File: config.mk
export PLATFORM = sky130hd
export DESIGN_NAME = sp_frame_sched
export DESIGN_NICKNAME = d
export VERILOG_FILES = /design/src/rtl/sp_frame_sched.sv
export SDC_FILE = /design/constraint.sdc
export NUM_CORES = 1
export LEC_CHECK = 0
export CAP_MARGIN = 30
export CELL_PAD_IN_SITES_DETAIL_PLACEMENT = 0
export CELL_PAD_IN_SITES_GLOBAL_PLACEMENT = 1
export CORE_MARGIN = 4
export CORE_UTILIZATION = 36
export DETAILED_ROUTE_END_ITERATION = 10
export PLACE_DENSITY = 0.88
export SLEW_MARGIN = 20
export SYNTH_ARGS = -nofsm -noshare
export SYNTH_HDL_FRONTEND = slang
export SYNTH_SLANG_ARGS = --single-unit
File: constraint.sdc
create_clock -name clk -period 1.7 [get_ports clk]
set_input_delay 0.34 -clock clk [delete_from_list [all_inputs] [get_ports clk]]
set_output_delay 0.34 -clock clk [all_outputs]
set_load 0.02 [all_outputs]
File: src/rtl/sp_frame_sched.sv
`default_nettype none
// +--------------------------------------------------------------------------+
// | Module      : sp_frame_sched                                             |
// | Description : Frame scheduler for the spectrum (SP) sample FIFO. Shares  |
// |               the single SP_fifo write port between two nWire sample     |
// |               sources. It captures fixed-length frames from one source   |
// |               at a time and alternates sources round-robin, with a       |
// |               programmable holdoff between frames. Each frame is tagged  |
// |               with its source, a sequence number and an abort flag.      |
// | Option      : define SP_DECIM_EN to write only every (decim+1)-th        |
// |               sample pulse of the selected source.                       |
// | Revision    : 1.0 - initial release                                      |
// +--------------------------------------------------------------------------+
module sp_frame_sched #(
   parameter int FRAME_LEN = 4096,
   parameter int CNT_W     = 13
) (
   input  logic        clk,
   input  logic        reset,
   input  logic [1:0]  src_rdy,
   input  logic [1:0]  src_en,
   input  logic [15:0] holdoff,
   input  logic [3:0]  decim,
   input  logic        fifo_wrempty,
   input  logic        fifo_wrfull,
   output logic [1:0]  src_ack,
   output logic        wrreq,
   output logic        sel,
   output logic        frame_done,
   output logic        frame_err,
   output logic        frame_src,
   output logic [7:0]  frame_seq
);

   localparam logic [CNT_W-1:0] C_FRAME_LEN = CNT_W'(FRAME_LEN);

   typedef enum logic [1:0] {
      ST_IDLE       = 2'd0,
      ST_WAIT_EMPTY = 2'd1,
      ST_CAPTURE    = 2'd2,
      ST_HOLDOFF    = 2'd3
   } state_t;

   state_t           r_state;
   logic [CNT_W-1:0] r_cnt;       // samples written in the current frame
   logic [15:0]      r_hold_cnt;  // clocks spent in HOLDOFF
   logic             r_rr_last;   // last source served (round-robin pointer)

   logic [1:0]       w_pulse;
   logic             w_sel_pulse;
   logic             w_take;
   logic             w_any_en;
   logic             w_next_src;
   logic             w_frame_full;

   // One pulse per rising edge of each ready line, however long it stays high.
   assign w_pulse      = src_rdy & ~src_ack;
   assign w_sel_pulse  = w_pulse[sel];
   assign w_any_en     = |src_en;
   // Prefer the source after the last served one; fall back to the same one
   // when it is the only source enabled.
   assign w_next_src   = src_en[~r_rr_last] ? ~r_rr_last : r_rr_last;
   assign w_frame_full = (r_cnt == C_FRAME_LEN);

`ifdef SP_DECIM_EN
   logic [3:0] r_dec_phase;

   // Only phase 0 of each (decim+1)-pulse group is written.
   assign w_take = w_sel_pulse & (r_dec_phase == 4'd0);

   // Decimation phase restarts on every CAPTURE entry so the first pulse is kept.
   always_ff @(posedge clk) begin
      if (reset) begin
         r_dec_phase <= 4'd0;
      end else if (r_state == ST_WAIT_EMPTY) begin
         r_dec_phase <= 4'd0;
      end else if ((r_state == ST_CAPTURE) && w_sel_pulse && !fifo_wrfull && !w_frame_full) begin
         r_dec_phase <= (r_dec_phase == decim) ? 4'd0 : r_dec_phase + 4'd1;
      end
   end
`else
   logic w_unused_decim;

   // Without decimation every pulse of the selected source is written.
   assign w_take         = w_sel_pulse;
   assign w_unused_decim = ^decim;
`endif

   // Registered copy of the ready lines; doubles as the edge-detect history.
   always_ff @(posedge clk) begin
      if (reset) begin
         src_ack <= 2'b00;
      end else begin
         src_ack <= src_rdy;
      end
   end

   // Frame scheduling state machine with registered strobes and frame tags.
   always_ff @(posedge clk) begin
      if (reset) begin
         r_state    <= ST_IDLE;
         r_cnt      <= '0;
         r_hold_cnt <= 16'd0;
         r_rr_last  <= 1'b1;
         wrreq      <= 1'b0;
         sel        <= 1'b0;
         frame_done <= 1'b0;
         frame_err  <= 1'b0;
         frame_src  <= 1'b0;
         frame_seq  <= 8'd0;
      end else begin
         wrreq      <= 1'b0;
         frame_done <= 1'b0;
         case (r_state)
            ST_IDLE: begin
               // src_en is only looked at here, so mid-frame changes wait.
               if (w_any_en) begin
                  sel       <= w_next_src;
                  r_rr_last <= w_next_src;
                  r_state   <= ST_WAIT_EMPTY;
               end
            end
            ST_WAIT_EMPTY: begin
               // Host must have drained the previous frame before we refill.
               if (fifo_wrempty) begin
                  r_cnt   <= '0;
                  r_state <= ST_CAPTURE;
               end
            end
            ST_CAPTURE: begin
               if (w_frame_full) begin
                  // Final write went out last clock: close the frame cleanly.
                  frame_done <= 1'b1;
                  frame_err  <= 1'b0;
                  frame_src  <= sel;
                  frame_seq  <= frame_seq + 8'd1;
                  r_hold_cnt <= 16'd0;
                  r_state    <= ST_HOLDOFF;
               end else if (fifo_wrfull) begin
                  // Overflow wins over a coincident pulse: abort the frame.
                  frame_done <= 1'b1;
                  frame_err  <= 1'b1;
                  frame_src  <= sel;
                  frame_seq  <= frame_seq + 8'd1;
                  r_hold_cnt <= 16'd0;
                  r_state    <= ST_HOLDOFF;
               end else if (w_take) begin
                  wrreq <= 1'b1;
                  r_cnt <= r_cnt + 1'b1;
               end
            end
            ST_HOLDOFF: begin
               if (r_hold_cnt == holdoff) begin
                  r_state <= ST_IDLE;
               end else begin
                  r_hold_cnt <= r_hold_cnt + 16'd1;
               end
            end
            default: begin
               r_state <= ST_IDLE;
            end
         endcase
      end
   end

endmodule
`default_nettype wire

==> results.md, run 1 <==
* Status: complete, but fails checks
* Failing checks: negative setup slack
* TritonCTS sink count at 47
* Number of standard cells after synthesis at between 300 and 400
* Total standard cell area after synthesis at approximately 2600 um^2
* Worst setup SP type: flip-flop
* Count of final max-slew check failures at 0
* Detailed Place HPWL at between 5 and 6 mm
* Sequential share of the synthesized area at 0.365
* Largest family of logic cells by synthesized area: simple AND/OR/NAND/NOR gates
* Iter 0 DRT Violations at around 190
* Worst IR drop on VDD at 0.000388 V
* Data arrival time of the critical path at 2.14 ns
* Setup clock skew after layout at about 0.015 ns
* Core area at slightly below 7000 um^2
* Type of the tightest min-delay check: in2reg
* Endpoint class of the critical path: flip-flop
* Max frequency at roughly 0.52 GHz
* Count of nets after finishing at 476
* Count of input and output buffers at 38
* Static leakage power at ~1.8 nW
* Share of final-layout standard cells stronger than drive strength 1 at 0.420
* Wire length of the first global-routing pass at approximately 13 mm
* I/O pin cnt at 43
* Kind of critical path: reg2reg
* Flops & latches, synth at 47
* Via count of the first global-routing pass at around 2700
* Number of hold buffers added after CTS at 0
* Post-synthesis xor/xnor area fraction at 0.0782
* Largest net degree at the start of global routing at 19
* Number of standard cells in the final layout excluding fillers at roughly 540
* Post-route clock period utilization at 1.14
* Area fraction in compound gates after synthesis at 0.181
* Dpl cells at roughly 500
* Final setup violating endpoints at 41
* Post-DRT Antenna Nets at 0
* Final hold vios at 0
* YS warnings at 0
* Area Growth Syn to Fin at 68.1%
* Number of iterations in the first detailed-routing pass at 5
* Required @ worst endpoint at ~1.9 ns
* DR vias at roughly 2800
* Number of H-tree levels at 2
* Mux share of post-synthesis cell area at 0.0160
* Number of enable-type register cells in the synthesized netlist at 0
* Transition time of the tightest slew-check pin at approximately 0.34 ns
* Unrepaired setup endpoints after global routing: yes
* Die Footprint at 8570 um^2
* Relative slew slack at 0.771
* Global-route congestion overflow total at 0
* Synthesized-area fraction occupied by adder cells at 0.0437
* Wire length per cell at ~15 um
* CP max FO at 6
* Worst-path clk slew at approximately 0.1 ns
* Initial cell density of the core at 0.375
* Standard-cell rows at 30
* GRT Util Overall at 0.180
* Total power after layout at approximately 3.2 mW
* Number of violations of the max-capacitance limit at 0
* Main synth FF type: dfxtp_1
* Post-Syn Nets at approximately 350
* Total of fill cells in the finished design at between 500 and 600
* Clk root buf: clkbuf_8
* Antenna violations before repair at 0
* Mean area per synthesized cell at between 8 and 9 um^2
* Remaining routing DRC violations at 0
* Final weighted congestion in routability-driven placement at approximately 0.86
* ANT cells at 0
* Final worst-path setup slack at -0.241 ns
* Cell Pwr Density at between 700 and 800 nW/um^2
* Logic depth of the worst register-to-register path at 12
* Die span in x at a little over 90 um
* Final wirelength at 8.25 mm
* Post-layout minimum cycle time at approximately 1.9 ns
* Via/cell ratio at approximately 5.3
* Post-synthesis async set-or-reset flop share at 0
* Number of distinct library cells after synthesis at between 50 and 60
* Cts bufs inserted at 5
* Maximum clock insertion buffer count at 2
* Simple-gate share of the synthesized area at 0.281
* Worst skew pair latency at 0.32 ns
* Post-layout utilization of the core at 0.630
* Y dimension of the die at between 90 and 100 um
* Clock tree from TritonCTS: built
* Hold Crit Depth at 2
[per-layer routing]
layer  up-vias  global-route usage  share of wire
li1       1377                   -              -
met1      1351               0.223           0.43
met2        82               0.310           0.50
met3        13              0.0366          0.047
met4         0              0.0582          0.019
met5         -                   0              0
[where the power goes]
part / switching [mW] / internal (mW) / total [mW]
clock network: 0.437 / 0.444 / 0.881
logic: 0.582 / 0.563 / 1.14
registers: 0.0385 / 1.16 / 1.20
[placed cells by master, fill, tap and decap left out, drive strengths merged, types with 9 or more instances in the layout]
cell            n
nor2           27
inv            12
dfxtp          47
nand3          21
dlygate4sd2    19
clkdlybuf4s50  14
nand4          10
xor2           22
ha              9
a21oi          18
nand2          29
o21ai          12
o211ai          9
buf            96
and3            9
[Yosys cell counts, types with 6 or more instances]
cell / count / area share
a21oi_1: 17 / 0.033
nand4_1: 10 / 0.024
inv_1: 11 / 0.016
ha_1: 9 / 0.044
nor3_1: 8 / 0.016
nand2_1: 28 / 0.041
and3_1: 8 / 0.019
a31oi_1: 6 / 0.015
o21ai_0: 11 / 0.021
nor2_1: 27 / 0.039
o31ai_1: 8 / 0.023
dfxtp_1: 47 / 0.37
nand3_1: 20 / 0.039
xor2_1: 22 / 0.075
o211ai_1: 9 / 0.026
[critical path: stages (launching register included)]
cell and delay (ns):
dfxtp_2 0.34, inv_2 0.06, ha_4 0.11, nor4b_4 0.25, buf_4 0.18, nand3_4 0.09
buf_6 0.15, buf_6 0.12, nand2_8 0.08, buf_6 0.12, nor3_2 0.04, a31oi_1 0.16
a21oi_1 0.11
[logic make-up (layout without fill, tap and decap cells)]
kind of cell	count (synthesis)	after routing
xor gates and xnor gates	23	23
adders and majority gates	9	9
DFF	47	47
muxes	4	4
and+or+nand+nor	134	134
buffers and inverters	22	154
AOI/OAI and AO/OA	69	69
[through the flow]
stage | TNS, ns | setup WS [ns] | hold WS (ns) | cell area (um^2)
after floorplan | -0.0207 | -0.0108 | 0.453 | 2620
after detailed placement | -15.38 | -0.636 | 0.487 | 3670
after global placement | -13.62 | -0.537 | 0.480 | 3670
final | -5.47 | -0.241 | 0.308 | 4330
after global routing | -10.14 | -0.345 | 0.335 | 4330
after CTS | -2.37 | -0.188 | 0.375 | 4040
[worst paths after layout]
path,slack [ns],startpoint,endpoint
worst max-delay path,-0.24,r_cnt[1]$_SDFFE_PP0P_,r_cnt[6]$_SDFFE_PP0P_
worst min-delay path,0.31,src_rdy[1],src_ack[1]$_SDFF_PP0_
worst max register to register,-0.24,r_cnt[1]$_SDFFE_PP0P_,r_cnt[6]$_SDFFE_PP0P_
worst min register to register,0.52,frame_src$_SDFFE_PP0P_,frame_src$_SDFFE_PP0P_
[sequential cells by signal, indices dropped and copies added, names as in the netlist, 2 cells and up]
name	flops
frame_seq	8
src_ack	2
r_state	2
r_cnt	13
r_hold_cnt	16
[final cells by class]
type / instances / area (um^2) / area share
clock buffers: 5 / 68.8 / 0.0159
clock inverters: 3 / 46.3 / 0.0107
inverters: 11 / 41.3 / 0.00954
multi-input cells: 239 / 1890 / 0.436
flip-flops and latches: 47 / 962 / 0.222
well taps: 96 / 120 / 0.0278
repair buffers: 135 / 1200 / 0.278
[timing repair]
| action | in CTS | in global routing |
|---|---|---|
| resized for setup | 76 | 53 |
| endpoints found under the setup margin | 38 | 45 |
| cloned | 0 | 1 |
| setup buffers | 12 | 10 |
| pin swaps | 31 | 36 |
Note: power is estimated with default switching activity, not from simulation.
==> run 2: changes to the inputs <==
Settings changed: ABC_CLOCK_PERIOD_IN_PS from default to 1700.
==> results of run 2 <==
Same layout as run 1: the final DEF is identical, and so are final timing and power.
==> run 3: changes to the inputs <==
Settings changed: SKIP_LAST_GASP from default to 1.
==> results.md, run 3 (synthesis gave the netlist of run 1 again) <==
* Most common cell after layout, fill and taps aside: buf_4 (unchanged)
* Most frequent cells in the layout: 77 x buf_4, 30 x dfxtp_1, 25 x nor2_1, 23 x nand2_1, 20 x xor2_1 (unchanged)
* Type of the tightest min-delay check: in2reg (unchanged)
* Initial cell density of the core at 0.375 (unchanged)
* Post-route clock period utilization at 1.14 (about the same)
* Die span in x at 92.6 um (unchanged)
* Crit path cell chain: inv_2 > ha_4 > nor4b_4 > and3_4 > nor2_4 > or3_4 > mux2_4 > a21oi_2 (was inv_2 > ha_4 > nor4b_4 > buf_4 > nand3_4 > buf_6 > buf_6 > nand2_8 > buf_6 > nor3_2 > a31oi_1 > a21oi_1)
* Number of violations of the max-capacitance limit at 0 (unchanged)
* Combinational group share of total power at 0.360 (was 0.355)
* Part of the total power dissipated in the clock network at 0.270 (was 0.273)
* Post-DRT Antenna Nets at 0 (unchanged)
* Relative slew slack at 0.771 (about the same)
* Switching pwr at 1.06 mW (about the same)
* Final hold vios at 0 (unchanged)
* ANT cells at 0 (unchanged)
* Y dimension of the die at 92.6 um (unchanged)
* Post-layout minimum cycle time at 1.94 ns (about the same)
* Global-route congestion overflow total at 0 (unchanged)
* Largest net degree at the start of global routing at 19 (unchanged)
* Clock tree from TritonCTS: built (unchanged)
* Required @ worst endpoint at 1.94 ns (was 1.90 ns)
* Clk root buf: clkbuf_8 (unchanged)
* Wire length per cell at 15.6 um (was 15.4 um)
* Max reg flops at 16 (unchanged)
* Final wirelength at 8.36 mm (was 8.25 mm)
* Cts bufs inserted at 5 (unchanged)
* Total of fill cells in the finished design at 546 (was 552)
* Int Power at 2.18 mW (was 2.16 mW)
* Setup clock skew after layout at 0.0111 ns (was 0.0153 ns)
* Worst setup SP type: flip-flop (unchanged)
* Failing checks: negative setup slack (unchanged)
* Detailed Place HPWL at 5.18 mm (unchanged)
* Antenna violations before repair at 0 (unchanged)
* Number of iterations in the first detailed-routing pass at 4 (was 5)
* Count of input and output buffers at 38 (unchanged)
* CP max FO at 4 (was 6)
* Area Growth Syn to Fin at 68.8% (was 68.1%)
* Largest incremental delay on the critical path at 0.37 ns (was 0.34 ns)
* Count of final max-slew check failures at 0 (unchanged)
* Status: complete, but fails checks (unchanged)
* Kind of critical path: reg2reg (unchanged)
* Static leakage power at 1.82 nW (was 1.81 nW)
* Remaining routing DRC violations at 0 (unchanged)
* Worst skew pair latency at 0.31 ns (was 0.32 ns)
* Wire length of the first global-routing pass at 12.8 mm (about the same)
* Switching Fraction at 0.327 (was 0.328)
* Worst slack at placement at -0.636 ns (unchanged)
* Worst-path clk slew at 0.10 ns (about the same)
* DR vias at 2847 (was 2823)
* Post-layout utilization of the core at 0.633 (was 0.630)
* Biggest registers after layout: r_hold_cnt: 16 flops, r_cnt: 13 flops, frame_seq: 8 flops (unchanged)
* Final worst-path setup slack at -0.245 ns (was -0.241 ns)
* Worst IR drop on VDD at 0.000376 V (was 0.000388 V)
* Maximum clock insertion buffer count at 2 (unchanged)
* Die Footprint at 8570 um^2 (unchanged)
* Standard-cell rows at 30 (unchanged)
* TritonCTS sink count at 47 (unchanged)
* Seq pwr share at 0.370 (was 0.371)
* Cell at the slowest stage of the critical path: or3_4 (was dfxtp_2)
* Total power after layout at 3.23 mW (was 3.22 mW)
* Endpoint class of the critical path: flip-flop (unchanged)
* GRT Util Overall at 0.180 (unchanged)
* Data arrival time of the critical path at 2.19 ns (was 2.14 ns)
* Max frequency at 0.514 GHz (was 0.515 GHz)
* Count of nets after finishing at 477 (was 476)
* Final setup violating endpoints at 41 (unchanged)
* Via count of the first global-routing pass at 2724 (was 2721)
* Transition time of the tightest slew-check pin at 0.343 ns (was 0.342 ns)
* Final weighted congestion in routability-driven placement at 0.861 (unchanged)
* Core area at 6870 um^2 (unchanged)
* I/O pin cnt at 43 (unchanged)
* Via/cell ratio at 5.30 (was 5.27)
* Largest reg by FF count: r_hold_cnt (unchanged)
* Cell Pwr Density at 744 nW/um^2 (about the same)
* Share of final-layout standard cells stronger than drive strength 1 at 0.429 (was 0.420)
* Unrepaired setup endpoints after global routing: yes (unchanged)
* Iter 0 DRT Violations at 174 (was 188)
* Number of H-tree levels at 2 (unchanged)
## run 3: layout make-up
class                   instances  area [um^2]  area share
clock inverters                 3         46.3      0.0107
multi-input cells             239         1890       0.435
clock buffers                   5         68.8      0.0158
flip-flops and latches         47          962       0.221
inverters                      11         41.3     0.00950
well taps                      96          120      0.0276
repair buffers                136         1210       0.280
## run 3: critical path: cells and delay by family (launching register included)
family,cells,cell delay (ns)
AO/OA/AOI/OAI,1,0.12
adder cells (fa/ha/maj),1,0.11
buffers and inverters,1,0.06
flip-flops,1,0.34
multiplexers,1,0.28
AND/OR/NAND/NOR,4,0.96
## run 3: path summary, 6_finish.rpt
check                                       startpoint                          end  slack, ns  depth (start not counted)
worst max-delay path             r_cnt[1]$_SDFFE_PP0P_  r_hold_cnt[10]$_SDFFE_PP0P_      -0.24                          8
worst min register to register  frame_src$_SDFFE_PP0P_       frame_src$_SDFFE_PP0P_       0.52                          2
worst min-delay path                        src_rdy[1]        src_ack[1]$_SDFF_PP0_       0.31                          2
worst max register to register   r_cnt[1]$_SDFFE_PP0P_  r_hold_cnt[10]$_SDFFE_PP0P_      -0.24                          8
## run 3: routing by layer
| metal | vias to the layer above | wire length (um) | track usage |
|---|---|---|---|
| met2 | 105 | 4170 | 0.310 |
| li1 | 1378 | - | - |
| met3 | 16 | 444 | 0.0366 |
| met5 | - | 0 | 0 |
| met1 | 1348 | 3580 | 0.223 |
| met4 | 0 | 163 | 0.0582 |
## run 3: per-stage QoR
stage	hold slack, ns	TNS (ns)	cells	area [um^2]
6_report	0.308	-5.99	537	4350
5_1_grt	0.335	-9.79	537	4350
4_1_cts	0.375	-2.39	526	4030
3_5_place_dp	0.487	-15.38	507	3670
3_3_place_gp	0.480	-13.62	507	3670
2_1_floorplan	0.453	-0.0207	308	2620
## run 3: what timing repair did
action                                  4_1_cts  5_1_grt
pin swaps                                    30       37
gates resized for setup                      74       59
cloned                                        0        1
endpoints found under the setup margin       38       45
buffers inserted                             12       11
hold buffers                                  0        0
## run 3: power groups by stage
stage	clock (mW)	sequential [mW]	combinational, mW
final	0.872	1.20	1.16
after global routing	0.929	1.20	1.24
after CTS	0.889	1.19	1.00
after detailed placement	0	1.22	0.889
after global placement	0	1.22	0.873
after floorplan	0	1.25	0.453
